**src/rtl/rv_shift_pipe.sv**
```systemverilog
// Pipelined shift/rotate unit for the integer execute stage.
// Ports: clk, rst_n (async low), flush; in_valid/in_ready with in_op,
//   in_word, in_a, in_amt; out_valid/out_ready with out_res.
//   in_op: 0 SLL, 1 SRL, 2 SRA, 3 ROL, 4 ROR, 5-7 reserved (result 0).
//   in_word is ignored unless WORD_EN=1 and XLEN=64.
module rv_shift_pipe #(
    parameter int XLEN    = 32,
    parameter int STAGES  = 2,
    parameter int WORD_EN = 0
) (
    input  logic                    clk,
    input  logic                    rst_n,
    input  logic                    flush,
    input  logic                    in_valid,
    output logic                    in_ready,
    input  logic [2:0]              in_op,
    input  logic                    in_word,
    input  logic [XLEN-1:0]         in_a,
    input  logic [$clog2(XLEN)-1:0] in_amt,
    output logic                    out_valid,
    input  logic                    out_ready,
    output logic [XLEN-1:0]         out_res
);

    localparam int AW  = $clog2(XLEN);
    localparam int PER = (AW + STAGES - 1) / STAGES;
    localparam bit WORD_OK = (WORD_EN != 0) && (XLEN == 64);

    localparam logic [2:0] OP_SLL = 3'd0;
    localparam logic [2:0] OP_SRL = 3'd1;
    localparam logic [2:0] OP_SRA = 3'd2;
    localparam logic [2:0] OP_ROL = 3'd3;
    localparam logic [2:0] OP_ROR = 3'd4;

    typedef struct packed {
        logic [XLEN-1:0] v;
        logic [AW-1:0]   amt;
        logic            fill;
        logic            rot;
        logic            rev;
        logic            word;
        logic            rsv;
    } stg_t;

    function automatic logic [XLEN-1:0] rev_x(input logic [XLEN-1:0] v);
        logic [XLEN-1:0] r;
        for (int i = 0; i < XLEN; i++) r[i] = v[XLEN-1-i];
        return r;
    endfunction

    function automatic logic [31:0] rev32(input logic [31:0] v);
        logic [31:0] r;
        for (int i = 0; i < 32; i++) r[i] = v[31-i];
        return r;
    endfunction

    // Right shift/rotate by the amount bits in [lo,hi) only.
    function automatic stg_t lvl_step(input stg_t s, input int lo,
                                      input int hi);
        stg_t r;
        int   sh;
        r = s;
        for (int k = 0; k < AW; k++) begin
            if (k >= lo && k < hi && s.amt[k]) begin
                sh = 1 << k;
                if (s.rot) begin
                    r.v = (r.v >> sh) | (r.v << (XLEN - sh));
                end else begin
                    r.v = (r.v >> sh)
                        | ({XLEN{s.fill}} & ~({XLEN{1'b1}} >> sh));
                end
            end
        end
        return r;
    endfunction

    // Undo the bit reversal of left ops and apply word sign extension.
    function automatic logic [XLEN-1:0] post_f(input stg_t s);
        logic [31:0]     r32;
        logic [63:0]     x64;
        logic [XLEN-1:0] r;
        r32 = s.rev ? rev32(s.v[31:0]) : s.v[31:0];
        x64 = {{32{r32[31]}}, r32};
        if (s.rsv) begin
            r = '0;
        end else if (s.word) begin
            r = x64[XLEN-1:0];
        end else begin
            r = s.rev ? rev_x(s.v) : s.v;
        end
        return r;
    endfunction

    logic              adv;
    logic              word_c;
    logic              is_left;
    logic              is_rot;
    logic              is_sra;
    logic              is_rsv;
    logic [31:0]       w32;
    logic [63:0]       wv64;
    stg_t              prep_c;
    stg_t              stg_d [STAGES];
    stg_t              stg_q [STAGES];
    logic [STAGES-1:0] vld_d;
    logic [STAGES-1:0] vld_q;

    assign adv       = !vld_q[STAGES-1] || out_ready;
    assign in_ready  = adv;
    assign out_valid = vld_q[STAGES-1];
    assign out_res   = post_f(stg_q[STAGES-1]);
    assign word_c    = WORD_OK && in_word;

    always_comb begin
        is_left = 1'b0;
        is_rot  = 1'b0;
        is_sra  = 1'b0;
        is_rsv  = 1'b0;
        unique case (in_op)
            OP_SLL:  is_left = 1'b1;
            OP_SRL:  is_left = 1'b0;
            OP_SRA:  is_sra  = 1'b1;
            OP_ROL: begin
                is_left = 1'b1;
                is_rot  = 1'b1;
            end
            OP_ROR:  is_rot  = 1'b1;
            default: is_rsv  = 1'b1;
        endcase
    end

    // Word rotates duplicate the 32-bit value so a full-width rotate
    // leaves the 32-bit rotation in the low half; word SRA pre-extends
    // the sign so the fill bit is bit 31.
    always_comb begin
        w32  = is_left ? rev32(in_a[31:0]) : in_a[31:0];
        wv64 = is_rot ? {w32, w32} : {{32{is_sra & w32[31]}}, w32};
        prep_c = '0;
        if (word_c) begin
            prep_c.v   = wv64[XLEN-1:0];
            prep_c.amt = AW'(in_amt[4:0]);
        end else begin
            prep_c.v   = is_left ? rev_x(in_a) : in_a;
            prep_c.amt = in_amt;
        end
        prep_c.fill = is_sra & prep_c.v[XLEN-1];
        prep_c.rot  = is_rot;
        prep_c.rev  = is_left;
        prep_c.word = word_c;
        prep_c.rsv  = is_rsv;
    end

    for (genvar s = 0; s < STAGES; s++) begin : g_stg
        localparam int LO = s * PER;
        localparam int HI = ((s + 1) * PER < AW) ? (s + 1) * PER : AW;
        stg_t src;
        if (s == 0) begin : g_first
            assign src = prep_c;
        end else begin : g_rest
            assign src = stg_q[s-1];
        end
        assign stg_d[s] = lvl_step(src, LO, HI);
    end

    always_comb begin
        vld_d = vld_q;
        if (flush) begin
            vld_d = '0;
        end else if (adv) begin
            vld_d[0] = in_valid;
            for (int s = 1; s < STAGES; s++) vld_d[s] = vld_q[s-1];
        end
    end

    always_ff @(posedge clk or negedge rst_n) begin
        if (!rst_n) begin
            vld_q <= '0;
            for (int s = 0; s < STAGES; s++) stg_q[s] <= '0;
        end else begin
            vld_q <= vld_d;
            if (adv) begin
                for (int s = 0; s < STAGES; s++) stg_q[s] <= stg_d[s];
            end
        end
    end

endmodule
```
**config.mk**
```make
export PLATFORM = sky130hd
export DESIGN_NAME = rv_shift_pipe
export DESIGN_NICKNAME = d
export VERILOG_FILES = /design/src/rtl/rv_shift_pipe.sv
export SDC_FILE = /design/constraint.sdc
export NUM_CORES = 1
export LEC_CHECK = 0
export CAP_MARGIN = 15
export CORE_MARGIN = 2
export CORE_UTILIZATION = 37
export CTS_CLUSTER_SIZE = 12
export DETAILED_ROUTE_END_ITERATION = 16
export SYNTH_ARGS = -nofsm -noshare
export SYNTH_HDL_FRONTEND = slang
export SYNTH_SLANG_ARGS = --single-unit
```
**constraint.sdc**
```tcl
create_clock -name clk -period 2.2 [get_ports clk]
set_clock_uncertainty 0.15 [all_clocks]
set_input_delay 0.22 -clock clk [delete_from_list [all_inputs] [get_ports clk]]
set_output_delay 0.22 -clock clk [all_outputs]
set_load 0.01 [all_outputs]
```
# Word-level counts from Yosys, hierarchy flattened
# Cells that the tools add are included.
# word_totals
out_inout_bits,34
elab_cells,51
inputBits,46
ff_bits,77
# op_classes
bitwise_logic,11
n_eq_ne,4
muxes,19
reduce_logical,7
# ops
cell,count
two-way mux 32 bit,13
bitwise OR 16 x 32 -> 32 bit,2
bitwise OR 24 x 32 -> 32 bit,2
bitwise OR 28 x 32 -> 32 bit,2
bitwise OR 30 x 32 -> 32 bit,2
bitwise OR 31 x 32 -> 32 bit,2
"equality test 3 x 2 -> 1 bit, second input constant",2
OR reduction 5 bit,1
two-way mux 1 bit,4
two-way mux 2 bit,2
OR reduction 2 bit,2
"equality test 3 x 1 -> 1 bit, second input constant",1
"equality test 3 bit, second input constant",1
zero test 3 bit,1
nonzero test 2 bit,1
AND 1 bit,1
zero test 1 bit,1
logical OR 1 bit,1

# Longest topological paths before layout
# Gate-level depths: netlist of run 1.
# depth
ltp_word,14
ltp_mapped,8
ltp_nobuf,6

# Worst setup path after synthesis of run 1
# OpenSTA, ideal clock, no wires.
# synth_timing
path_type,in2reg
from,input in_op[0]
to,register g_stg[1].src[27] (netlist name)
path_stages,7
t_arrival_ps,1682
path_buffers,2
setup_ps,87
required_time_ps,1963
slack_ps,282
path_cell_list,buf_4 -> xnor2_4 -> nand2_4 -> buf_6 -> mux4_2 -> nor2b_1 -> a211oi_2
# synth_between
elab_chain_cells,13
elab_cells_between_ends,20
cone_classes,eq/ne (2); mux (9); bitwise (6); reduce/logical (3)
# synth_rtl
item,line_no,rtl
start: declaration,16,"input logic [2:0] in_op,"
equality test 3 x 2 -> 1 bit or zero test 3 bit (tied branches),119,unique case (in_op)
OR reduction 2 bit (no line),n/a,
two-way mux 1 bit,119,
two-way mux 32 bit,143,prep_c.v = is_left ? rev_x(in_a) : in_a;
bitwise OR 31 x 32 -> 32 bit (on tied branches),"70, 67",
two-way mux 32 bit,66,if (s.rot) begin
two-way mux 32 bit,64,if (k >= lo && k < hi && s.amt[k]) begin
bitwise OR 30 x 32 -> 32 bit (on tied branches),"70, 67",
two-way mux 32 bit,66,
two-way mux 32 bit,64,
bitwise OR 28 x 32 -> 32 bit (on tied branches),"70, 67",
two-way mux 32 bit,66,
two-way mux 32 bit *,64,
# Mark *: on every way between the ends. The rest lies on a longest branch, timed or not.
# A chain may end at the register's enable or synchronous reset.

# Final worst setup path of run 1
# layout_timing
from,register stg_q[2] (netlist name)
to,output out_res[10]
# layout_between
elab_chain_cells,2
# layout_rtl
item,line_no,rtl
two-way mux 32 bit,"82, 89",
two-way mux 32 bit,84,if (s.rsv) begin
end: declaration,22,output logic [XLEN-1:0] out_res
# No other way between the ends.

==> summary.md, run 1 <==
| Metric | Value |
|---|---|
| Kind of launch point of the worst setup path | flop |
| Final hold viol count | 0 |
| Post-synth EDFFs | 0 |
| Syn Area/Cell | 8.785 um2 |
| Timing-limited maximum frequency | 468.5 MHz |
| Cell depth of the worst flop-to-flop path | 4 |
| Async set or reset register ratio after synthesis | 1.000 |
| Relative area change from synthesis to final layout | 27.46% |
| Share of layout cells above drive strength 1 | 0.1859 |
| Number of placement rows | 45 |
| Portion of the post-synthesis area used by sequential elements | 0.3213 |
| Total half-perimeter wirelength after legalization and detailed placement | 13240 um |
| Design internal power | 3.483 mW |
| Most area-hungry cell type in the Yosys netlist | sky130_fd_sc_hd__dfrtp_1 |
| Largest net degree at the start of global routing | 58 |
| Clock sink total | 74 |
| Setup slack on the worst flop-to-flop path | 0.33 ns |
| Starting Density | 0.3791 |
| Final layout net count | 778 |
| Type of the setup path with the least slack | reg2out |
| Syn_nets | 702 |
| Clock root cell | sky130_fd_sc_hd__clkbuf_16 |
| Tmin final | 2.134 ns |
| Sink of the worst hold path | g_stg[1].src[9]$_DFFE_PN0P_ |
| Deepest level of the CTS H-tree | 3 |
| Max_cap viols | 0 |
| Remaining global-route overflow | 0 |
| Number of optimization iterations in the first detailed-route pass | 4 |
| Crit path required time | 1.83 ns |
| Cell types with the highest counts after synthesis | 95 x sky130_fd_sc_hd__nor2_1, 83 x sky130_fd_sc_hd__a21oi_1, 74 x sky130_fd_sc_hd__dfrtp_1, 65 x sky130_fd_sc_hd__nand2_1, 52 x sky130_fd_sc_hd__nor2b_1 |
| Wire length of the first global-routing pass | 26940 um |
| Origin of the critical flop-to-flop path | g_stg[1].src[3]$_DFFE_PN0P_ |
| Top-area cell type share of the netlist area | 0.3213 |
| Netlist cell types | 43 |
| Buffers on Ports | 78 |
| Critical-path maximum fanout | 16 |
| Vertical die dimension | 128.8 um |
| Antenna violations before repair | 0 |
| Critical path capture point type | output port |
| Ant diodes | 0 |
| Vias in the first global route | 5117 |
| Commonest register cell after synthesis | sky130_fd_sc_hd__dfrtp_1 |
| Max Buffers Root-to-Sink | 2 |
| Proportion of power drawn by flip-flops and latches | 0.349 |
| Clock network fraction of design power | 0.311 |
| Antenna viol nets, final | 0 |
| Via-to-Cell Ratio | 5.630 |
| Fraction of power spent switching nets | 0.3241 |
| CP Launch Point | stg_q[2]$_DFFE_PN0P_ |
| Boundary Pins | 80 |
| Area of the placeable core | 0.01520 mm2 |
| Detailed-route via count | 5208 |
| Overall routed net length | 16950 um |
| First DRT Iteration DRCs | 233 |
| Worst r2r dst | stg_q[26]$_DFFE_PN0P_ |
| Classification of the worst-slack hold path | in2reg |
| Cell area reported after detailed placement | 0.006944 mm2 |
| Summed negative setup slack over all endpoints | 0 ns |
| Finished Core Util | 0.4832 |
| Insertion delay to the later sink of the worst-skew pair | 0.34 ns |
| Least setup slack across all paths after layout | 0.06570 ns |
| Number of warnings issued by yosys | 0 |
| Data arrival at the endpoint of the critical path | 1.76 ns |
| Post-CTS setup repair buffer count | 0 |
| Register bit count reported by yosys | 74 |
| Most instantiated library cell after synthesis | sky130_fd_sc_hd__nor2_1 |
| Synth Cell Area | 0.005763 mm2 |
| Final weighted congestion in routability-driven placement | 0.9069 |
| Largest cells by area after synthesis | sky130_fd_sc_hd__dfrtp_1 32%, sky130_fd_sc_hd__mux4_2 9.8%, sky130_fd_sc_hd__mux2i_1 8.3% |
| Clk slew on worst S/H paths | 0.06 ns |
| Pleak | 3.052 nW |
| Proportion of power drawn by combinational gates | 0.340 |
| Clock buffers created by TritonCTS | 9 |
| Maximum resistive drop on vdd | 326.6 uV |
| Clock tree from TritonCTS | built |
| Number of stages on the worst hold path | 3 |
| Worst setup slack after placement | -0.2516 ns |
| Power Dens Cells | 701.5 mW/mm2 |
| Tightest slew margin relative to the limit | 0.6086 |
| Status | finished, final reports clean |
| Residual DRC | 0 |
| Sw power | 1.670 mW |
| Worst Tran Pin Value | 0.5856 ns |
| Max-slew violation count | 0 |
| Final standard cell area without fillers | 0.007346 mm2 |
| Die Area | 0.01659 mm2 |
| Number of failing setup endpoints in the final timing report | 0 |
| Wire length per cell after detailed routing | 18.32 um |
| GR Util All Layers | 0.2071 |
| Hold path startpoint | in_amt[4] |
| Die boundary width | 128.8 um |
| Part of the cycle the worst path needs | 0.9701 |
| Synthesized instance count | 656 |
==> worst max path at each step <==
stage | end | slack (ns) | depth (start not counted)
finish | out_res[10] | 0.07 | 4
global route | out_res[3] | -0.008 | 4
global placement | g_stg[1].src[38]$_DFFE_PN0P_ | -0.24 | 7
floorplan | g_stg[1].src[27]$_DFFE_PN0P_ | 0.28 | 7
detailed placement | g_stg[1].src[38]$_DFFE_PN0P_ | -0.25 | 7
CTS | out_res[5] | 0.06 | 4
==> through the flow <==
step	power [mW]	hold slack [ns]	instances
after global routing	5.435	0.2929	925
after global placement	3.533	0.1417	907
after CTS	5.184	0.2669	924
after floorplan	2.806	-0.2256	656
after detailed placement	3.570	0.1409	907
final	5.153	0.2716	925
==> layout by cell type, fill, tap and decap left out, types with 3 or more instances in the layout <==
| cell type | n |
|---|---|
| sky130_fd_sc_hd__o21ai_1 | 3 |
| sky130_fd_sc_hd__buf_4 | 36 |
| sky130_fd_sc_hd__nand2b_1 | 7 |
| sky130_fd_sc_hd__o21ai_0 | 18 |
| sky130_fd_sc_hd__clkdlybuf4s50_1 | 62 |
| sky130_fd_sc_hd__nand3b_1 | 9 |
| sky130_fd_sc_hd__buf_12 | 8 |
| sky130_fd_sc_hd__a21oi_1 | 83 |
| sky130_fd_sc_hd__nor3_1 | 3 |
| sky130_fd_sc_hd__a211oi_2 | 10 |
| sky130_fd_sc_hd__nand3_1 | 3 |
| sky130_fd_sc_hd__a211oi_1 | 19 |
| sky130_fd_sc_hd__a31oi_1 | 9 |
| sky130_fd_sc_hd__mux2_2 | 19 |
| sky130_fd_sc_hd__inv_1 | 3 |
| sky130_fd_sc_hd__o31ai_1 | 18 |
| sky130_fd_sc_hd__o221a_2 | 11 |
| sky130_fd_sc_hd__dfrtp_1 | 73 |
| sky130_fd_sc_hd__nor2_1 | 94 |
| sky130_fd_sc_hd__mux2i_1 | 47 |
| sky130_fd_sc_hd__nand2_1 | 65 |
| sky130_fd_sc_hd__nor2b_1 | 51 |
| sky130_fd_sc_hd__dlymetal6s2s_1 | 14 |
| sky130_fd_sc_hd__mux4_2 | 25 |
| sky130_fd_sc_hd__clkbuf_16 | 10 |
==> layout make-up <==
class	instances	area (um2)
fillers	1484	7856
multi-input cells	518	3641
flip-flops and latches	74	1853
repair buffers	124	1271
well taps	188	235.2
clock buffers	9	225.2
clock inverters	7	101.3
inverters	5	18.77
==> flip-flops by register name (all words and copies together) (netlist names) <==
name / cells
vld_q: 2
stg_q: 34
g_stg.src: 38
==> power groups by stage <==
stage | combinational [mW] | clock [mW] | sequential (mW)
5_1_grt | 1.91 | 1.70 | 1.83
3_5_place_dp | 1.75 | 0 | 1.82
3_3_place_gp | 1.73 | 0 | 1.80
6_report | 1.75 | 1.60 | 1.80
4_1_cts | 1.76 | 1.63 | 1.79
2_1_floorplan | 1.08 | 0 | 1.72
==> repair_timing <==
action	in CTS	in global routing
gates resized for setup	0	16
hold buffers	1	0
setup endpoints to repair	0	7
hold endpoints to repair	74	0
==> logic make-up after synthesis <==
logic type,count (synthesis),share of synthesized area
multiplexers,92,0.2182
AND/OR/NAND/NOR,239,0.1926
XOR/XNOR,2,0.007600
flip-flops,74,0.3213
buffers and inverters,64,0.04928
AO/OA/AOI/OAI,185,0.2110
==> critical path: stages (launching register included) <==
cell and delay [ns]:
sky130_fd_sc_hd__dfrtp_2 0.45, sky130_fd_sc_hd__clkbuf_16 0.21, sky130_fd_sc_hd__mux2i_1 0.13, sky130_fd_sc_hd__nor2_1 0.09
sky130_fd_sc_hd__clkdlybuf4s50_1 0.54
==> per-layer routing <==
layer	track usage	part of all wire
met1	0.2706	0.45
met2	0.3477	0.47
met3	0.03243	0.047
met4	0.07801	0.032
met5	0	0
No activity file was read; power rests on OpenSTA's default activity.
==> run 2: changes to the inputs <==
Settings changed: CORE_MARGIN 2 to 4.
==> run 2 against run 1 <==
  * Core utilization decreased by 0.28 points
  * Clock power fell by 8%
  * Critical endpoint is now out_res[5]
  * Sequential cell count unchanged
  * Critical path type unchanged
==> summary.md, run 2 (synthesis gave the netlist of run 1 again) <==
| Metric | Value |
|---|---|
| Status | finished, final reports clean |
| Critical-path maximum fanout | 33 (+17) |
| Relative area change from synthesis to final layout | 27.20% |
| Area of the placeable core | 0.01526 mm2 (+0.37%) |
| Max Buffers Root-to-Sink | 2 (unchanged) |
| Clk slew on worst S/H paths | 0.06 ns (about the same) |
| Part of the cycle the worst path needs | 0.9658 (-0.004324) |
| Type of the setup path with the least slack | reg2out |
| Largest net degree at the start of global routing | 75 (+29%) |
| GR Util All Layers | 0.1929 (-0.01422) |
| Max_cap viols | 0 (unchanged) |
| Clock root cell | sky130_fd_sc_hd__clkbuf_16 |
| Most used cells in the layout excluding fill and tap cells | 94 x sky130_fd_sc_hd__nor2_1, 83 x sky130_fd_sc_hd__a21oi_1, 75 x sky130_fd_sc_hd__clkdlybuf4s50_1, 74 x sky130_fd_sc_hd__dfrtp_1, 65 x sky130_fd_sc_hd__nand2_1 |
| Overall routed net length | 17030 um (+0.47%) |
| Final standard cell area without fillers | 0.007331 mm2 (-0.20%) |
| Crit path required time | 1.83 ns (about the same) |
| Pleak | 2.881 nW (-5.6%) |
| Kind of launch point of the worst setup path | flop |
| Classification of the worst-slack hold path | in2reg |
| Summed negative setup slack over all endpoints | 0 ns (unchanged) |
| Starting Density | 0.3777 (-0.001399) |
| Design Power | 5.030 mW (-2.4%) |
| Final layout net count | 782 (+0.51%) |
| Wire length of the first global-routing pass | 27550 um (+2.3%) |
| Most frequent standard cell in the layout excluding fill and tap cells | sky130_fd_sc_hd__nor2_1 |
| Die boundary width | 132.8 um (+3.1%) |
| Clock buffers created by TritonCTS | 9 (unchanged) |
| Clock tree from TritonCTS | built |
| Maximum resistive drop on vdd | 356.6 uV (+9.2%) |
| Number of placement rows | 45 (unchanged) |
| Final hold viol count | 0 (unchanged) |
| Via-to-Cell Ratio | 5.482 (-2.6%) |
| Vias in the first global route | 5157 (+0.78%) |
| Clock sink total | 74 (unchanged) |
| Number of flip-flops in the largest register | 38 (unchanged) |
| Residual DRC | 0 (unchanged) |
| Timing-limited maximum frequency | 470.6 MHz (+0.45%) |
| Detailed-route via count | 5219 (+0.21%) |
| Share of layout cells above drive strength 1 | 0.1889 (+0.003045) |
| Critical path capture point type | output port |
| Boundary Pins | 80 (unchanged) |
| Number of optimization iterations in the first detailed-route pass | 5 (+1) |
| Deepest level of the CTS H-tree | 3 (unchanged) |
| Total half-perimeter wirelength after legalization and detailed placement | 13450 um (+1.6%) |
| Post-CTS setup repair buffer count | 0 (unchanged) |
| Tightest slew margin relative to the limit | 0.6093 (+0.0007150) |
| Max-slew violation count | 0 (unchanged) |
| Ant diodes | 0 (unchanged) |
| Number of stages on the worst hold path | 3 (unchanged) |
| Worst Tran Pin Value | 0.5846 ns (-0.001071 ns) |
| Remaining global-route overflow | 0 (unchanged) |
| Buffers on Ports | 78 (unchanged) |
| Final weighted congestion in routability-driven placement | 0.8908 (-1.8%) |
| Tmin final | 2.125 ns (-0.009514 ns) |
| Cell depth of the worst flop-to-flop path | 4 (unchanged) |
| Filler instances | 1461 (-1.5%) |
| Insertion delay to the later sink of the worst-skew pair | 0.34 ns (about the same) |
| Sequential cell area in the final layout | 0.001852 mm2 (about the same) |
| Antenna violations before repair | 0 (unchanged) |
| Power Dens Cells | 686.1 mW/mm2 (-2.2%) |
| First DRT Iteration DRCs | 362 (+55%) |
| Vertical die dimension | 132.8 um (+3.1%) |
| Number of failing setup endpoints in the final timing report | 0 (unchanged) |
| Wire length per cell after detailed routing | 17.89 um (-2.4%) |
| Die Area | 0.01764 mm2 (+6.3%) |
| Multi-input logic area | 0.003643 mm2 (about the same) |
| Antenna viol nets, final | 0 (unchanged) |
| Unrepaired setup endpoints after global routing | true |
| Data arrival at the endpoint of the critical path | 1.75 ns (about the same) |
| Cell area reported after detailed placement | 0.007010 mm2 (+0.95%) |
[run 2: final cells by class]
cell class              instances  area share
repair buffers                128      0.1707
flip-flops and latches         74      0.2526
inverters                       5    0.002560
well taps                     211     0.03601
clock buffers                   9     0.03072
multi-input cells             518      0.4970
clock inverters                 7     0.01041
[run 2: per-layer routing]
layer / track usage / vias to the layer above / routed length [um]
met4: 0.06640 / 0 / 407
met1: 0.2585 / 2476 / 7737
li1: - / 2534 / -
met2: 0.3222 / 179 / 8157
met5: 0 / - / 0
met3: 0.02471 / 30 / 727
[run 2: path summary, 6_finish.rpt]
| path | slack [ns] | to | startpoint |
|---|---|---|---|
| max reg2reg | 0.40 | stg_q[10]$_DFFE_PN0P_ | g_stg[1].src[8]$_DFFE_PN0P_ |
| max in group asynchronous | 1.28 | stg_q[26]$_DFFE_PN0P_ | rst_n |
| max | 0.08 | out_res[5] | stg_q[2]$_DFFE_PN0P_ |
| min in group asynchronous | 0.29 | stg_q[12]$_DFFE_PN0P_ | rst_n |
| min reg2reg | 0.32 | stg_q[0]$_DFFE_PN0P_ | stg_q[0]$_DFFE_PN0P_ |
| min | 0.27 | g_stg[1].src[8]$_DFFE_PN0P_ | in_amt[3] |
[run 2: repair_timing]
item,CTS,global route
setup endpoints to repair,0,9
hold buffers,1,0
gates resized for setup,0,2
hold endpoints to repair,74,0
[run 2: metrics by stage]
stage            util  std cells  hold WS, ns  setup WS (ns)
2_1_floorplan       -        656      -0.2256         0.2818
3_3_place_gp   0.4595        935       0.1331        -0.2186
3_5_place_dp   0.4595        935       0.1352        -0.2827
4_1_cts        0.4799        952       0.2694        0.03040
5_1_grt        0.4804        952       0.2833       -0.01003
6_report       0.4804        952       0.2700        0.07522
[run 2: where the power goes]
group,switching [mW],internal [mW]
Sequential,0.211,1.58
Combinational,0.859,0.911
Clock,0.584,0.885
[run 2: critical path: stages, from the launching register on]
cell and delay, ns:
sky130_fd_sc_hd__dfrtp_1 0.37, sky130_fd_sc_hd__buf_12 0.23, sky130_fd_sc_hd__mux2i_1 0.25, sky130_fd_sc_hd__nor2_1 0.06, sky130_fd_sc_hd__clkdlybuf4s50_1 0.49
==> run 3: changes to the inputs <==
Settings changed: SKIP_LAST_GASP set to 1.
==> results of run 3 <==
Final layout, timing and power as in run 2 (identical DEF).
